[src/rtl/mod_mul.sv]
// rtl/mod_mul.sv - shift-add multiply-accumulate num = res*den + rem, one multiplier bit per clock; optional MOD_MUL_CHECK_EN adds err
module mod_mul #(
    parameter int W = 8
) (
    input  logic           clk,
    input  logic           rst,
    input  logic           start,
    input  logic [W-1:0]   res_in,
    input  logic [W-1:0]   den_in,
    input  logic [W-1:0]   rem_in,
    output logic [2*W-1:0] num_out,
    output logic           ovf,
`ifdef MOD_MUL_CHECK_EN
    output logic           err,
`endif
    output logic           busy,
    output logic           done
);

    localparam int CW = (W > 1) ? $clog2(W) : 1;
    localparam logic [CW-1:0] CNT_LAST = CW'(W - 1);

    typedef enum logic [1:0] {
        IDLE = 2'd0,
        RUN  = 2'd1,
        DONE = 2'd2
    } state_t;

    state_t         state_q, state_d;
    logic [W-1:0]   res_q, res_d;
    logic [2*W-1:0] den_sh_q, den_sh_d;
    logic [2*W-1:0] acc_q, acc_d;
    logic [CW-1:0]  cnt_q, cnt_d;
    logic [2*W-1:0] num_out_q, num_out_d;
    logic           ovf_q, ovf_d;
    logic           busy_q, busy_d;
    logic           done_q, done_d;
    logic [2*W-1:0] acc_next;
`ifdef MOD_MUL_CHECK_EN
    logic [W-1:0]   rem_q, rem_d;
    logic [W-1:0]   den_q, den_d;
    logic           err_q, err_d;
`endif

    // Accumulator after this iteration: add the shifted multiplicand when the current multiplier bit is set
    always_comb begin
        acc_next = acc_q;
        if (res_q[0]) begin
            acc_next = acc_q + den_sh_q;
        end
    end

    // Next-state logic: start always wins (load/abort), otherwise iterate while in RUN
    always_comb begin
        state_d   = state_q;
        res_d     = res_q;
        den_sh_d  = den_sh_q;
        acc_d     = acc_q;
        cnt_d     = cnt_q;
        num_out_d = num_out_q;
        ovf_d     = ovf_q;
        busy_d    = busy_q;
        done_d    = done_q;
`ifdef MOD_MUL_CHECK_EN
        rem_d     = rem_q;
        den_d     = den_q;
        err_d     = err_q;
`endif
        if (start) begin
            res_d    = res_in;
            den_sh_d = {{W{1'b0}}, den_in};
            acc_d    = {{W{1'b0}}, rem_in};
            cnt_d    = '0;
            done_d   = 1'b0;
            busy_d   = 1'b1;
            state_d  = RUN;
`ifdef MOD_MUL_CHECK_EN
            rem_d    = rem_in;
            den_d    = den_in;
            err_d    = 1'b0;
`endif
        end else if (state_q == RUN) begin
            acc_d    = acc_next;
            den_sh_d = den_sh_q << 1;
            res_d    = res_q >> 1;
            cnt_d    = cnt_q + 1'b1;
            if (cnt_q == CNT_LAST) begin
                num_out_d = acc_next;
                ovf_d     = |acc_next[2*W-1:W];
                done_d    = 1'b1;
                busy_d    = 1'b0;
                state_d   = DONE;
`ifdef MOD_MUL_CHECK_EN
                // A remainder not below the divisor cannot come from a valid division (covers den=0)
                err_d     = (rem_q >= den_q);
`endif
            end
        end
    end

    // State and datapath registers with asynchronous active-low clear
    always_ff @(posedge clk or negedge rst) begin
        if (!rst) begin
            state_q   <= IDLE;
            res_q     <= '0;
            den_sh_q  <= '0;
            acc_q     <= '0;
            cnt_q     <= '0;
            num_out_q <= '0;
            ovf_q     <= 1'b0;
            busy_q    <= 1'b0;
            done_q    <= 1'b0;
`ifdef MOD_MUL_CHECK_EN
            rem_q     <= '0;
            den_q     <= '0;
            err_q     <= 1'b0;
`endif
        end else begin
            state_q   <= state_d;
            res_q     <= res_d;
            den_sh_q  <= den_sh_d;
            acc_q     <= acc_d;
            cnt_q     <= cnt_d;
            num_out_q <= num_out_d;
            ovf_q     <= ovf_d;
            busy_q    <= busy_d;
            done_q    <= done_d;
`ifdef MOD_MUL_CHECK_EN
            rem_q     <= rem_d;
            den_q     <= den_d;
            err_q     <= err_d;
`endif
        end
    end

    assign num_out = num_out_q;
    assign ovf     = ovf_q;
    assign busy    = busy_q;
    assign done    = done_q;
`ifdef MOD_MUL_CHECK_EN
    assign err     = err_q;
`endif

endmodule
[config.mk]
export PLATFORM = sky130hd
export DESIGN_NAME = mod_mul
export DESIGN_NICKNAME = d
export VERILOG_FILES = /design/src/rtl/mod_mul.sv
export SDC_FILE = /design/constraint.sdc
export NUM_CORES = 1
export LEC_CHECK = 0
export ABC_AREA = 1
export CORE_MARGIN = 2
export CORE_UTILIZATION = 30
export DETAILED_ROUTE_END_ITERATION = 12
export PLACE_DENSITY = 0.49
export SLEW_MARGIN = 10
export SYNTH_ARGS = -nofsm -noshare
export SYNTH_HDL_FRONTEND = slang
export SYNTH_SLANG_ARGS = --single-unit
[constraint.sdc]
create_clock -name clk -period 2.4 [get_ports clk]
set_clock_uncertainty 0.05 [all_clocks]
set_input_delay 0.48 -clock clk [delete_from_list [all_inputs] [get_ports clk]]
set_output_delay 0.48 -clock clk [all_outputs]
set_load 0.02 [all_outputs]
==> impl_metrics.tcl, run 1 <==
set metrics [dict create \
    die_w_um 114 \
    place_ws_ns 0.255 \
    synth_compound_area_share_pct 11.8 \
    r2r.worst_path.cells 14 \
    drcViolationCount 0 \
    cts_setup_buffers 0 \
    p_per_area_nw_per_um2 731 \
    chipHeight_um 114 \
    place_congestion 0.849 \
    async_reset_ff_share_pct 100 \
    grt_use_total_pct 15.8 \
    antenna_found_initial 0 \
    drv_cap 0 \
    wl_um 9510 \
    r2r_slack_ns 0.24 \
    synthCells 471 \
    dpl.hpwl_um 7240 \
    synth.area.top_cells "dfrtp_1 (43%), nand2_1 (18%), inv_1 (6.2%)" \
    yosysMostFrequentCell "nand2_1" \
    synth_ff_type "dfrtp_1" \
    crit_path_cell_trace "ha_1, fa_1, nand2_1, nand2_2, nand3_2, nand2_1, nand2_1, nand2_1, nand2_1, nand3_1, nand2_1, nand2_1, nor2_2, a21oi_2" \
    hold_viol_final 0 \
    fmaxAchievable_ghz 0.464 \
    multi_input_area_um2 1750 \
    synth_fa_ha_area_share_pct 6.44 \
    criticalPathCategory "reg2reg" \
    syn-cell-area_um2 3610 \
    htree_levels 3 \
    seqCellArea_um2 1550 \
    cpPeakStageDelay_ns 0.39 \
    yosysUniqueCellTypes 32 \
    synth_edf_count 0 \
    ctsHoldBuffers 0 \
    nFillCells 1258 \
    synth.mux.area_fraction_pct 0 \
    cp_top_family "simple AND/OR/NAND/NOR gates" \
    synth_top_family_by_area "simple AND/OR/NAND/NOR gates" \
    ys_seq_area_share_pct 43.0 \
    ios 46 \
    crit_path_start_kind "flop" \
    r2r-start "den_sh_q[0]$_DFFE_PN0P_" \
    cts-root-buf "clkbuf_16" \
    p_leak_nw 2.25 \
    worst_hold_slack_ns 0.0386 \
    end_kind "flop" \
    yosys_warnings 0 \
    critPathBufInv 0 \
    netlist.area_leader.share_pct 43.0 \
    antenna_left 0 \
    yosys.area.top_type "dfrtp_1" \
    hp-class "in2async" \
    worstPathArrival_ns 2.32 \
    antenna-diode-count 0 \
    drive_gt1_share_pct 11.2 \
    syn_area_per_cell_um2 7.67 \
    clock_sinks 62 \
    drt_iter0_markers 82 \
    report.final.slew_viol_count 0 \
    cpMostUsedCell "nand2_1" \
    wire_per_inst_um 14.1 \
    start_util_pct 30.5 \
    numCtsBuffers 9 \
    die_area_um2 12900 \
    status "finished clean" \
    vias_per_cell 4.62 \
    clock_latency_ns 0.33 \
    grt_pass1_vias 3126 \
    period_share_pct 89.8 \
    ys_ff_latch 62 \
    synth_xor_area_share_pct 1.45 \
    cts_max_path_buffers 2 \
    utilization_pct 38.7 \
    port_buffers 45 \
    clkTransAtPathRegs_ns 0.06 \
    grt-ovfl-total 0 \
    fin_cells 675 \
    synth-simple-area-share_pct 28.7 \
    num_vias 3117 \
    r2r_end "ovf$_DFFE_PN0P_" \
    syn-num-nets 516 \
    cts_resized 0 \
    tightest_slew_ns 0.540 \
    grt_first_pass_wirelength_um 15900 \
    fin_crit_ns 2.16 \
    area_growth_pct 27.2 \
    max-vdd-ir-drop_v 0.000379 \
    rsz0062_at_grt "false" \
    cts_tree "yes" \
    fp-row-count 40 \
    grt_max_degree 46 \
    setup_viol 0 \
    nNetsFinal 568 \
    yosys-top-cells-count "nand2_1 (171), dfrtp_1 (62), inv_1 (60)" \
    core_um2 11900 \
    fin_tns_setup_ns 0 \
    cp_slowest_cell "fa_1" \
    dp_cells 659 \
    crit_fanout 3 \
    firstDrtPassIters 4 \
    relSlewSlack_pct 64.0 \
    fin_ws_ns 0.245 \
    cp_data_required_time_ns 2.56 \
]
[routing by layer]
layer	global-route usage [%]	part of all wire, %	up-vias
li1	-	-	1616
met1	21.4	48	1431
met2	25.9	47	59
met3	3.61	3.9	11
met4	3.82	1.4	0
met5	0	0	-
[stage by stage]
step	area (um2)	power, mW
2_1_floorplan	3610	1.70
3_3_place_gp	4270	1.97
3_5_place_dp	4270	1.97
4_1_cts	4590	3.40
5_1_grt	4590	3.55
6_report	4590	3.36
[worst reg2reg max path, cell delays in order (launching register included)]
cell	delay [ns]
dfrtp_1	0.38
ha_1	0.25
fa_1	0.39
nand2_1	0.11
nand2_2	0.10
nand3_2	0.09
nand2_1	0.07
nand2_1	0.08
nand2_1	0.05
nand2_1	0.05
nand3_1	0.07
nand2_1	0.10
nand2_1	0.08
nor2_2	0.11
a21oi_2	0.06
[final cells by class]
type,count,share of cell area [%]
Inverter,64,5.23
Clock inverter,7,2.12
Multi-Input combinational cell,329,38.0
Clock buffer,9,4.90
Timing Repair Buffer,57,11.9
Tap cell,147,4.00
Sequential cell,62,33.8
[registers in the layout, indices dropped and copies added (netlist names)]
register / count
res_q: 8
acc_q: 16
done: 1
ovf: 1
den_sh_q: 16
num_out: 16
cnt_q: 3
state_q: 1
[kinds of logic after synthesis]
| group | after synthesis |
|---|---|
| compound gates | 65 |
| xor+xnor | 6 |
| fa+ha+maj | 18 |
| buf+inv | 80 |
| flops | 62 |
| simple gates | 240 |
[placed cells by master, fill, tap and decap left out, types with 2 or more instances in the layout]
cell / netlist / routed
o221ai_1: 8 / 8
a21oi_1: 7 / 7
bufinv_16: 0 / 2
nor2_2: 5 / 5
and2_4: 2 / 2
nand2_1: 171 / 171
nand3_1: 22 / 22
inv_1: 60 / 60
nand3b_1: 2 / 2
o21ai_2: 4 / 4
clkbuf_16: 0 / 9
nand3_2: 6 / 6
clkdlybuf4s50_1: 0 / 44
xnor2_1: 5 / 5
clkinvlp_4: 0 / 2
nand4_1: 2 / 2
buf_4: 2 / 11
o21ai_0: 18 / 18
nand2_2: 6 / 6
dfrtp_1: 62 / 62
a22o_1: 3 / 3
o21ai_1: 3 / 3
inv_2: 3 / 3
a21oi_2: 2 / 2
and2_1: 3 / 3
nor2_1: 19 / 19
o22ai_1: 11 / 11
ha_1: 17 / 17
o211ai_1: 9 / 9
[how the worst max path moves through the flow]
stage / depth (start not counted) / startpoint / to / slack, ns
after global placement: 10 / den_sh_q[1]$_DFFE_PN0P_ / ovf$_DFFE_PN0P_ / 0.29
after floorplan: 14 / den_sh_q[0]$_DFFE_PN0P_ / ovf$_DFFE_PN0P_ / 0.45
after detailed placement: 14 / acc_q[0]$_DFFE_PN0P_ / ovf$_DFFE_PN0P_ / 0.26
final: 14 / den_sh_q[0]$_DFFE_PN0P_ / ovf$_DFFE_PN0P_ / 0.24
after global routing: 14 / den_sh_q[0]$_DFFE_PN0P_ / ovf$_DFFE_PN0P_ / 0.05
after CTS: 14 / den_sh_q[0]$_DFFE_PN0P_ / ovf$_DFFE_PN0P_ / 0.24
[power by group]
| group | switching [mW] | internal [mW] | leakage, nW |
|---|---|---|---|
| sequential | 0.0619 | 1.14 | 0.809 |
| clock | 0.498 | 0.912 | 0.152 |
| combinational | 0.452 | 0.297 | 1.29 |
Note: power is estimated with default switching activity, not from simulation.
==> run 2: changes to the inputs <==
- CAP_MARGIN: not set -> 20
- MAX_ROUTING_LAYER: not set -> met4
==> impl_metrics.tcl, run 2 (same netlist as run 1, synthesis figures left out) <==
set metrics [dict create \
    postLayoutCellArea_um2 4590 \
    grt_pass1_vias 3123 \
    end_kind "flop" \
    met2_usage_pct 25.8 \
    switching_share_pct 30.1 \
    report.final.slew_viol_count 0 \
    numCtsBuffers 9 \
    power_frac_seq_pct 35.7 \
    vias_per_cell 4.63 \
    fp-row-count 40 \
    core_um2 11900 \
    place_congestion 0.863 \
    status "finished clean" \
    p_sw_mw 1.01 \
    p_leak_nw 2.25 \
    p_comb_share_pct 22.4 \
    antenna-diode-count 0 \
    antenna_found_initial 0 \
    clock_latency_ns 0.33 \
    num_vias 3124 \
    drv_cap 0 \
    relSlewSlack_pct 64.0 \
    chipHeight_um 114 \
    drive_gt1_share_pct 11.2 \
    place_area_um2 4270 \
    r2r_end "ovf$_DFFE_PN0P_" \
    drcViolationCount 0 \
    clock_sinks 62 \
    multi_input_area_um2 1750 \
    clkPwrFrac_pct 41.9 \
    grt_max_degree 46 \
    fin_cells 675 \
    nFillCells 1258 \
    firstDrtPassIters 4 \
    nNetsFinal 568 \
    setup_viol 0 \
    cts_setup_buffers 0 \
    fin_crit_ns 2.16 \
    grt_use_total_pct 16.3 \
    grt_first_pass_wirelength_um 16000 \
    dpl.hpwl_um 7240 \
    hold_viol_final 0 \
    ios 46 \
    fin_tns_setup_ns 0 \
    max-vdd-ir-drop_v 0.000379 \
    p_per_area_nw_per_um2 730 \
    cts_resized 0 \
    tightest_slew_ns 0.539 \
    rsz0062_at_grt "false" \
    hp-class "in2async" \
    crit_path_start_kind "flop" \
    busiest_layer "met2" \
    p_int_mw 2.34 \
    seqCellArea_um2 1550 \
    critPathLaunch "den_sh_q[0]$_DFFE_PN0P_" \
    worst_hold_slack_ns 0.0401 \
    met3_usage_pct 3.40 \
    htree_levels 3 \
    cts_tree "yes" \
    total_power_mw 3.35 \
    r2r-start "den_sh_q[0]$_DFFE_PN0P_" \
    area_growth_pct 27.2 \
    r2r.worst_path.cells 14 \
    crit_fanout 3 \
    period_share_pct 89.9 \
    grt-ovfl-total 0 \
    worstPathArrival_ns 2.32 \
    use_met1_pct 21.6 \
    port_buffers 45 \
    clkTransAtPathRegs_ns 0.06 \
    cts_max_path_buffers 2 \
    wire_per_inst_um 14.1 \
    most-common-layout-cells "nand2_1 (171), dfrtp_1 (62), inv_1 (60), clkdlybuf4s50_1 (44), nand3_1 (22)" \
    start_util_pct 30.5 \
    ctsHoldBuffers 0 \
    r2r_slack_ns 0.24 \
    drt_iter0_markers 84 \
    antenna_left 0 \
    die_w_um 114 \
    cp_data_required_time_ns 2.56 \
    fmaxAchievable_ghz 0.464 \
    criticalPathCategory "reg2reg" \
    wl_um 9540 \
    die_area_um2 12900 \
    dp_cells 659 \
    cts-root-buf "clkbuf_16" \
    final_common_cell "nand2_1" \
]
run 2: cell type report:
cell class	count	area share, %
timing repair buffer	57	11.9
multi-input combinational	329	38.0
inverter	64	5.23
clock buffer	9	4.90
sequential	62	33.8
tap	147	4.00
clock inverter	7	2.12
run 2: critical path, stage by stage (launching register included):
cell and delay [ns]:
dfrtp_1 0.38, ha_1 0.25, fa_1 0.39, nand2_1 0.11, nand2_2 0.10, nand3_2 0.09
nand2_1 0.07, nand2_1 0.08, nand2_1 0.05, nand2_1 0.05, nand3_1 0.07, nand2_1 0.11
nand2_1 0.08, nor2_2 0.11, a21oi_2 0.06
run 2: power by group through the flow:
stage | combinational, mW | sequential [mW] | clock (mW)
2_1_floorplan | 0.468 | 1.23 | 0
3_3_place_gp | 0.757 | 1.22 | 0
3_5_place_dp | 0.756 | 1.22 | 0
4_1_cts | 0.761 | 1.20 | 1.44
5_1_grt | 0.847 | 1.21 | 1.49
6_report | 0.749 | 1.20 | 1.41
run 2: worst max path at each step:
stage                                  to  cells past startpoint
after detailed placement  ovf$_DFFE_PN0P_                     14
after floorplan           ovf$_DFFE_PN0P_                     14
after global placement    ovf$_DFFE_PN0P_                     10
after CTS                 ovf$_DFFE_PN0P_                     14
after global routing      ovf$_DFFE_PN0P_                     14
final                     ovf$_DFFE_PN0P_                     14
run 2: stage by stage:
stage          util [%]  setup slack (ns)
2_1_floorplan         -             0.450
3_3_place_gp       36.0             0.292
3_5_place_dp       36.0             0.255
4_1_cts            38.7             0.244
5_1_grt            38.7            0.0469
6_report           38.7             0.243
run 2: per-layer routing:
metal,wire length (um),vias up,share of wire (%)
li1,-,1615,-
met4,125,0,1.3
met2,4410,68,46
met3,370,11,3.9
met5,0,-,0
met1,4640,1430,49
==> run 3: changes to the inputs <==
- ABC_CLOCK_PERIOD_IN_PS: not set -> 2400
==> results of run 3 <==
Final layout, timing and power as in run 2 (identical DEF).
